===== src/rtl/dadda_unsigned_divider_8.sv =====
// Iterative restoring unsigned divider: 2N-bit dividend / N-bit divisor -> N-bit quotient and remainder,
// one quotient bit per clock behind a start/busy/done handshake, with divide-by-zero and overflow flags.
module dadda_unsigned_divider_8 #(
    parameter int N = 8
) (
    input  logic           clk,
    input  logic           rst_n,
    input  logic           start,
    input  logic [2*N-1:0] dividend,
    input  logic [N-1:0]   divisor,
    output logic           busy,
    output logic           done,
    output logic [N-1:0]   quotient,
    output logic [N-1:0]   remainder,
    output logic           div_by_zero,
    output logic           overflow
);

    localparam int CW = $clog2(N + 1);

    typedef enum logic [1:0] {
        IDLE  = 2'd0,
        CHECK = 2'd1,
        RUN   = 2'd2,
        DONE  = 2'd3
    } state_t;

    state_t         state_r;
    state_t         state_s;
    logic [2*N-1:0] dvd_r;
    logic [N-1:0]   dvs_r;
    logic [N-1:0]   rem_r;
    logic [N-1:0]   q_r;
    logic [CW-1:0]  cnt_r;

    logic [N:0]     t_s;
    logic [N-1:0]   rem_step_s;
    logic [N-1:0]   q_step_s;
    logic           ge_s;
    logic           err_zero_s;
    logic           err_ovf_s;
    logic           last_s;

    // One restoring step plus the error tests evaluated in CHECK.
    // The partial remainder stays below the divisor, so N bits hold it; the
    // shifted value T keeps its carry bit for the N+1-bit comparison.
    always_comb begin
        t_s        = {rem_r, q_r[N-1]};
        ge_s       = (t_s >= {1'b0, dvs_r});
        q_step_s   = {q_r[N-2:0], ge_s};
        err_zero_s = (dvs_r == {N{1'b0}});
        err_ovf_s  = (dvd_r[2*N-1:N] >= dvs_r);
        last_s     = (cnt_r == CW'(N - 1));
        if (ge_s) begin
            rem_step_s = t_s[N-1:0] - dvs_r;
        end else begin
            rem_step_s = t_s[N-1:0];
        end
    end

    // State register.
    always_ff @(posedge clk or negedge rst_n) begin
        if (!rst_n) begin
            state_r <= IDLE;
        end else begin
            state_r <= state_s;
        end
    end

    // Next-state logic.
    always_comb begin
        state_s = state_r;
        case (state_r)
            IDLE: begin
                if (start) begin
                    state_s = CHECK;
                end else begin
                    state_s = IDLE;
                end
            end
            CHECK: begin
                if (err_zero_s || err_ovf_s) begin
                    state_s = DONE;
                end else begin
                    state_s = RUN;
                end
            end
            RUN: begin
                if (last_s) begin
                    state_s = DONE;
                end else begin
                    state_s = RUN;
                end
            end
            DONE:    state_s = IDLE;
            default: state_s = IDLE;
        endcase
    end

    // Datapath and registered outputs; busy/done follow the upcoming state.
    always_ff @(posedge clk or negedge rst_n) begin
        if (!rst_n) begin
            dvd_r       <= {(2*N){1'b0}};
            dvs_r       <= {N{1'b0}};
            rem_r       <= {N{1'b0}};
            q_r         <= {N{1'b0}};
            cnt_r       <= {CW{1'b0}};
            busy        <= 1'b0;
            done        <= 1'b0;
            quotient    <= {N{1'b0}};
            remainder   <= {N{1'b0}};
            div_by_zero <= 1'b0;
            overflow    <= 1'b0;
        end else begin
            busy <= (state_s != IDLE);
            done <= (state_s == DONE);
            case (state_r)
                IDLE: begin
                    if (start) begin
                        dvd_r       <= dividend;
                        dvs_r       <= divisor;
                        div_by_zero <= 1'b0;
                        overflow    <= 1'b0;
                    end
                end
                CHECK: begin
                    if (err_zero_s) begin
                        div_by_zero <= 1'b1;
                        overflow    <= 1'b0;
                        quotient    <= {N{1'b1}};
                        remainder   <= {N{1'b0}};
                    end else if (err_ovf_s) begin
                        overflow    <= 1'b1;
                        quotient    <= {N{1'b1}};
                        remainder   <= {N{1'b0}};
                    end else begin
                        rem_r <= dvd_r[2*N-1:N];
                        q_r   <= dvd_r[N-1:0];
                        cnt_r <= {CW{1'b0}};
                    end
                end
                RUN: begin
                    rem_r <= rem_step_s;
                    q_r   <= q_step_s;
                    cnt_r <= cnt_r + CW'(1);
                    if (last_s) begin
                        quotient  <= q_step_s;
                        remainder <= rem_step_s;
                    end
                end
                default: begin
                end
            endcase
        end
    end

endmodule


===== config.mk =====
export PLATFORM = sky130hd
export DESIGN_NAME = dadda_unsigned_divider_8
export DESIGN_NICKNAME = d
export VERILOG_FILES = /design/src/rtl/dadda_unsigned_divider_8.sv
export SDC_FILE = /design/constraint.sdc
export NUM_CORES = 1
export LEC_CHECK = 0
export CORE_MARGIN = 4
export CORE_UTILIZATION = 30
export DETAILED_ROUTE_END_ITERATION = 8
export PLACE_DENSITY = 0.51
export RECOVER_POWER = 50
export REMOVE_ABC_BUFFERS = 1
export SLEW_MARGIN = 0
export SYNTH_ARGS = -nofsm -noshare
export SYNTH_HDL_FRONTEND = slang
export SYNTH_SLANG_ARGS = --single-unit

===== constraint.sdc =====
create_clock -name clk -period 3.4 [get_ports clk]
set_input_delay 0.34 -clock clk [delete_from_list [all_inputs] [get_ports clk]]
set_output_delay 0.34 -clock clk [all_outputs]
set_load 0.1 [all_outputs]

==> results of run 1 <==
## layout make-up
class / instances / share of cell area
clock buffers: 10 / 0.0517
clock inverters: 6 / 0.0195
repair buffers: 53 / 0.108
multi-input cells: 230 / 0.401
well taps: 147 / 0.0398
inverters: 28 / 0.0227
flip-flops and latches: 66 / 0.357
## through the flow
stage | instance area (um2) | std cells | utilization
after floorplan | 3610 | 324 | -
after global placement | 4300 | 524 | 0.360
after detailed placement | 4300 | 524 | 0.360
after CTS | 4630 | 540 | 0.387
after global routing | 4620 | 540 | 0.386
final | 4620 | 540 | 0.386
## final timing paths
path                                      startpoint                 endpoint  depth (start not counted)
worst max-delay path            dvs_r[7]$_DFFE_PN0P_  quotient[0]$_DFFE_PN0P_                          7
worst min-delay path                           rst_n  quotient[6]$_DFFE_PN0P_                          1
worst max register to register  dvs_r[7]$_DFFE_PN0P_  quotient[0]$_DFFE_PN0P_                          7
worst min register to register    q_r[7]$_DFFE_PN0P_       q_r[7]$_DFFE_PN0P_                          2
max in group asynchronous                      rst_n     cnt_r[2]$_DFFE_PN0P_                          2
min in group clk                  q_r[7]$_DFFE_PN0P_       q_r[7]$_DFFE_PN0P_                          2
## placed cells by master (no fill, tap or decap), types with 4 or more instances in the layout
| cell type | count |
|---|---|
| o211ai_1 | 4 |
| clkdlybuf4s50_1 | 45 |
| nand3_1 | 22 |
| o21ai_0 | 15 |
| clkbuf_16 | 9 |
| a21o_1 | 5 |
| nor2_1 | 9 |
| o22ai_1 | 6 |
| nand2_1 | 17 |
| dfrtp_1 | 66 |
| o221ai_1 | 5 |
| mux2i_1 | 12 |
| ha_1 | 20 |
| inv_1 | 28 |
| nand2b_1 | 14 |
| a21oi_1 | 11 |
| a31oi_1 | 4 |
| mux2_2 | 32 |
| buf_4 | 5 |
## metal layers
metal | vias to the layer above | GRT usage | share of wire
met5 | - | 0 | 0
met4 | 0 | 0.0536 | 0.019
met2 | 40 | 0.210 | 0.46
li1 | 1334 | - | -
met3 | 11 | 0.0349 | 0.037
met1 | 1374 | 0.179 | 0.48
## kinds of logic after synthesis
family                   after synthesis  share of synthesized area
adder cells (fa/ha/maj)               21                     0.0738
AND/OR/NAND/NOR                       83                      0.124
flip-flops                            66                      0.451
XOR/XNOR                               2                    0.00479
buffers and inverters                 39                     0.0424
AO/OA/AOI/OAI                         78                      0.164
multiplexers                          46                      0.139
## state kept, by name, summed over array words and instances, names as in the netlist
| signal | flops |
|---|---|
| busy | 1 |
| cnt_r | 4 |
| div_by_zero | 1 |
| done | 1 |
| dvd_r | 16 |
| dvs_r | 8 |
| overflow | 1 |
| q_r | 8 |
| quotient | 8 |
| rem_r | 8 |
| remainder | 8 |
| state_r | 2 |
## synth_stat cells, types with 2 or more instances
cell type	instances	area [um2]
inv_1	28	105
o221ai_1	5	43.8
nand3_1	22	110
mux2_4	2	30.0
o22ai_1	6	37.5
nor4_2	2	25.0
o21bai_1	2	15.0
a21oi_1	11	55.1
nor2_1	9	33.8
mux2i_1	12	120
dfrtp_1	66	1650
o21ai_0	15	75.1
nand2b_1	14	87.6
a31oi_1	4	25.0
xnor2_1	2	17.5
nor3b_1	3	22.5
ha_1	20	250
a2111oi_0	2	17.5
mux2_2	32	360
nor3_1	3	15.0
clkbuf_1	9	33.8
a21boi_0	2	15.0
or3_1	3	18.8
nor2b_1	2	12.5
a21o_1	5	37.5
nand3b_1	2	15.0
a211o_1	3	26.3
o211ai_1	4	30.0
nand2_1	17	63.8
a22oi_1	2	15.0
## worst max-delay path, stage by stage (launching register included)
cell and delay (ns):
dfrtp_1 0.37, inv_1 0.09, ha_1 0.30, and3_1 0.19, o211ai_1 0.19, o211a_4 0.30, a22oi_4 0.55, mux2_2 0.40
==> out/results.tsv, run 1 <==
stage	metric	value	unit
synth	synth-async-reset-ratio	1.00	
die	die_w	118	um
sta	setup_viol_count_final	0	
final_layout	diodes	0	
global_route	grt_overflow	0	
die	core.rowCount	40	
clocking	h-tree-depth	3	
sta	slew_viol_final	31	
global_route	grt_pass1_vias	2790	
drt	viasPerCell	5.11	
critical_path	cp_max_fo	16	
synth	avgSynthCellArea	10.9	um2
clocking	postCtsHoldBufs	0	
clocking	clk_pin_slew	0.06	ns
global_route	antenna_found_initial	0	
die	core_area	12000	um2
sta	hold-worst-slack	0.395	ns
synth	yosysWarnings	0	
clocking	cts_buffers	9	
clocking	cts_setup_buffers	0	
drt	drt_first_pass_iters	4	
die	die-area	14000	um2
sta	fin_ws	0.876	ns
final_layout	area.sequential	1650	um2
drt	finalWirelength	8980	um
sta	fin_crit	2.52	ns
run_status	status	finished with violations	
sta	clock.fmax	0.396	GHz
sta	worstMarginPinSlew	1.59	ns
global_route	grt_start_max_net_pins	31	
synth	yosysSeqAreaShare	0.451	
placement	port_buffers	46	
critical_path	critPathArrivalTime	2.75	ns
synth	ys_ff_latch	66	
critical_path	critical_path.startpoint_type	flop	
run	max_cap_viol_count	1	
sta	fin_crit_sh	0.742	
sta	relSlewSlack	-0.0618	
final_layout	area_growth	26.3	%
sta	fin_tns_setup	0	ns
global_route	grt_pass1_wl	14800	um
die	ios	47	
critical_path	crit_path_end_kind	flop	
clocking	clk_latency	0.34	ns
placement	dp_hpwl	6620	um
synth	synth_enable_flop_cells	0	
drt	ant_nets	0	
final_layout	fillers	1168	
synth	synth_area	3660	um2
drt	dr.first_iter.drc_count	95	
final_layout	layout.nets	436	
run_status	violations	max-capacitance violations, max-slew violations	
synth	syn-instance-count	335	
sta	rsz0062_at_grt	no	
die	start_util	0.306	
synth	ys.flop_type	dfrtp_1	
critical_path	reg2reg_slack	0.88	ns
clocking	ctsLongestPathBuffers	2	
clocking	cts_sinks	66	
placement	place_ws	0.834	ns
clocking	cts_tree	done	
clocking	post_cts_resized	0	
global_route	grt_usage	0.135	
sta	fin_skew	0.00604	ns
synth	synth_cell_types	56	
die	die_h	118	um
drt	vias	2759	
placement	gp_congestion	0.873	
clocking	clock-root-buffer	clkbuf_16	
critical_path	required	3.62	ns
final_layout	multi_input_area	1850	um2
min_path	min_path_type	in -> async	
drt	post_drt_wl_per_cell	16.6	um
sta	hold_violations	0	
drt	drc_errors	0	
final_layout	drive_gt1_frac	0.168	
critical_path	criticalPathCategory	reg -> reg	
Power of run 1 is left out: the tool's default activity adds up to more than one toggle a clock period on the data nets, which glitch-free logic cannot reach.
==> inputs of run 2 (changes only) <==
Settings changed: PLACE_DENSITY 0.51 to 0.52.
Clock period 3.4 ns to 2.2 ns, I/O delays scaled along.
==> out/results.tsv, run 2 (synthesis gave the netlist of run 1 again) <==
stage	metric	value	unit	change
final_layout	fillers	1130		-3.3%
drt	viasPerCell	5.01		-2.0%
drt	drt_first_pass_iters	4		unchanged
critical_path	critPathArrivalTime	2.48	ns	-0.27 ns
clocking	cts_sinks	66		unchanged
sta	clock.fmax	0.440	GHz	+11%
placement	dp_hpwl	6900	um	+4.3%
final_layout	drive_gt1_frac	0.363		+0.195
sta	fin_skew	0.00548	ns	-0.000564 ns
clocking	h-tree-depth	3		unchanged
final_layout	utilization	0.430		+0.0434
critical_path	reg2reg_slack	-0.07	ns	-0.95 ns
critical_path	criticalPathCategory	reg -> reg		
sta	fin_crit_sh	1.03		+0.291
final_layout	layout_common_cells	71 x buf_4, 66 x dfrtp_1, 32 x mux2_2		
die	start_util	0.306		unchanged
sta	hold_violations	0		unchanged
global_route	grt_overflow	0		unchanged
clocking	cts_tree	done		
die	core_area	12000	um2	unchanged
drt	drc_errors	0		unchanged
min_path	min_path_type	in -> reg		
drt	post_drt_wl_per_cell	15.9	um	-4.1%
final_layout	layout.nets	487		+12%
sta	slew_viol_final	0		-100%
die	die-area	14000	um2	unchanged
global_route	grt_pass1_wl	15100	um	+2.2%
sta	worstMarginPinSlew	0.935	ns	-0.658 ns
placement	gp_congestion	0.833		-4.6%
clocking	cts_buffers	9		unchanged
run	max_cap_viol_count	0		-1
drt	finalWirelength	9420	um	+4.9%
final_layout	regMostFlops	dvd_r		
final_layout	layout_commonest_cell	buf_4		
die	die_h	118	um	unchanged
sta	setup_viol_count_final	3		+3
die	core.rowCount	40		unchanged
sta	fin_ws	-0.0741	ns	-0.951 ns
run_status	violations	negative setup slack		
critical_path	required	2.40	ns	-1.22 ns
global_route	antenna_found_initial	0		unchanged
clocking	clk_pin_slew	0.06	ns	about the same
placement	port_buffers	46		unchanged
run_status	status	finished with violations		
clocking	clk_latency	0.33	ns	about the same
global_route	grt_start_max_net_pins	67		+120%
drt	wl_met1	4480	um	+3.5%
clocking	ctsLongestPathBuffers	2		unchanged
sta	rsz0062_at_grt	yes		
die	ios	47		unchanged
global_route	grt_pass1_vias	3029		+8.6%
drt	top_layer_used	met4		
drt	vias	2959		+7.2%
clocking	clock-root-buffer	clkbuf_16		
critical_path	critical_path.startpoint_type	flop		
final_layout	diodes	0		unchanged
drt	route.met3.wl	311	um	-5.8%
global_route	grt_usage	0.136		+0.00137
final_layout	largest_reg_flops	16		unchanged
final_layout	area_growth	40.5	%	
critical_path	cp_max_fo	4		-12
drt	ant_nets	0		unchanged
critical_path	crit_path_end_kind	flop		
sta	relSlewSlack	0.377		+0.438
drt	dr_wl_met2	4440	um	+7.0%
die	die_w	118	um	unchanged
sta	fin_crit	2.27	ns	-0.249 ns
drt	dr.first_iter.drc_count	106		+12%
[run 2: timing repair]
action,in CTS,in global routing
gates resized for setup,8,23
endpoints found under the setup margin,28,32
endpoints found under the hold margin,66,0
pin swaps,2,11
buffers inserted,3,4
hold buffers,1,0
[run 2: path summary, 6_finish.rpt]
path	start	endpoint	cells after the start
max	rem_r[5]$_DFFE_PN0P_	rem_r[6]$_DFFE_PN0P_	7
min	dividend[2]	dvd_r[2]$_DFFE_PN0P_	2
max reg2reg	rem_r[5]$_DFFE_PN0P_	rem_r[6]$_DFFE_PN0P_	7
min reg2reg	q_r[7]$_DFFE_PN0P_	q_r[7]$_DFFE_PN0P_	2
max in group asynchronous	rst_n	state_r[0]$_DFF_PN0_	3
min in group asynchronous	rst_n	remainder[7]$_DFFE_PN0P_	3
[run 2: layout make-up]
class,count,area [um2],share of cell area
clock inverter,7,101,0.0197
timing repair buffer,104,883,0.172
tap,147,184,0.0358
clock buffer,9,225,0.0438
sequential,66,1650,0.321
inverter,28,105,0.0204
multi-input combinational,230,1990,0.387
[run 2: critical path: stages (launching register included)]
cell and delay, ns:
dfrtp_1 0.42, ha_4 0.25, a21o_1 0.21, a211o_4 0.38
a211o_4 0.35, buf_6 0.13, a221oi_4 0.29, o31ai_1 0.09
[run 2: metrics by stage]
step | setup TNS (ns) | setup slack, ns | cells | instance area (um2) | hold slack [ns]
after floorplan | -0.766 | -0.107 | 324 | 3610 | -0.0756
after global placement | -1.02 | -0.209 | 567 | 4610 | 0.272
after detailed placement | -1.70 | -0.276 | 567 | 4610 | 0.270
after CTS | -0.165 | -0.0749 | 587 | 5010 | 0.460
after global routing | -1.44 | -0.126 | 591 | 5140 | 0.492
final | -0.111 | -0.0741 | 591 | 5140 | 0.496
[run 2: per-layer routing]
metal / GRT usage / vias to the layer above
met3: 0.0268 / 15
met2: 0.217 / 53
met4: 0.0608 / 0
li1: - / 1436
met1: 0.179 / 1455
met5: 0 / -
Power of run 2 is left out for the same reason.
==> inputs of run 3 (changes only) <==
Settings changed: CTS_CLUSTER_SIZE set to 40, SLEW_MARGIN 0 to not set.
==> results of run 3 <==
No change in the layout: final DEF, timing and power equal those of run 2.
Power of run 3 is left out for the same reason.
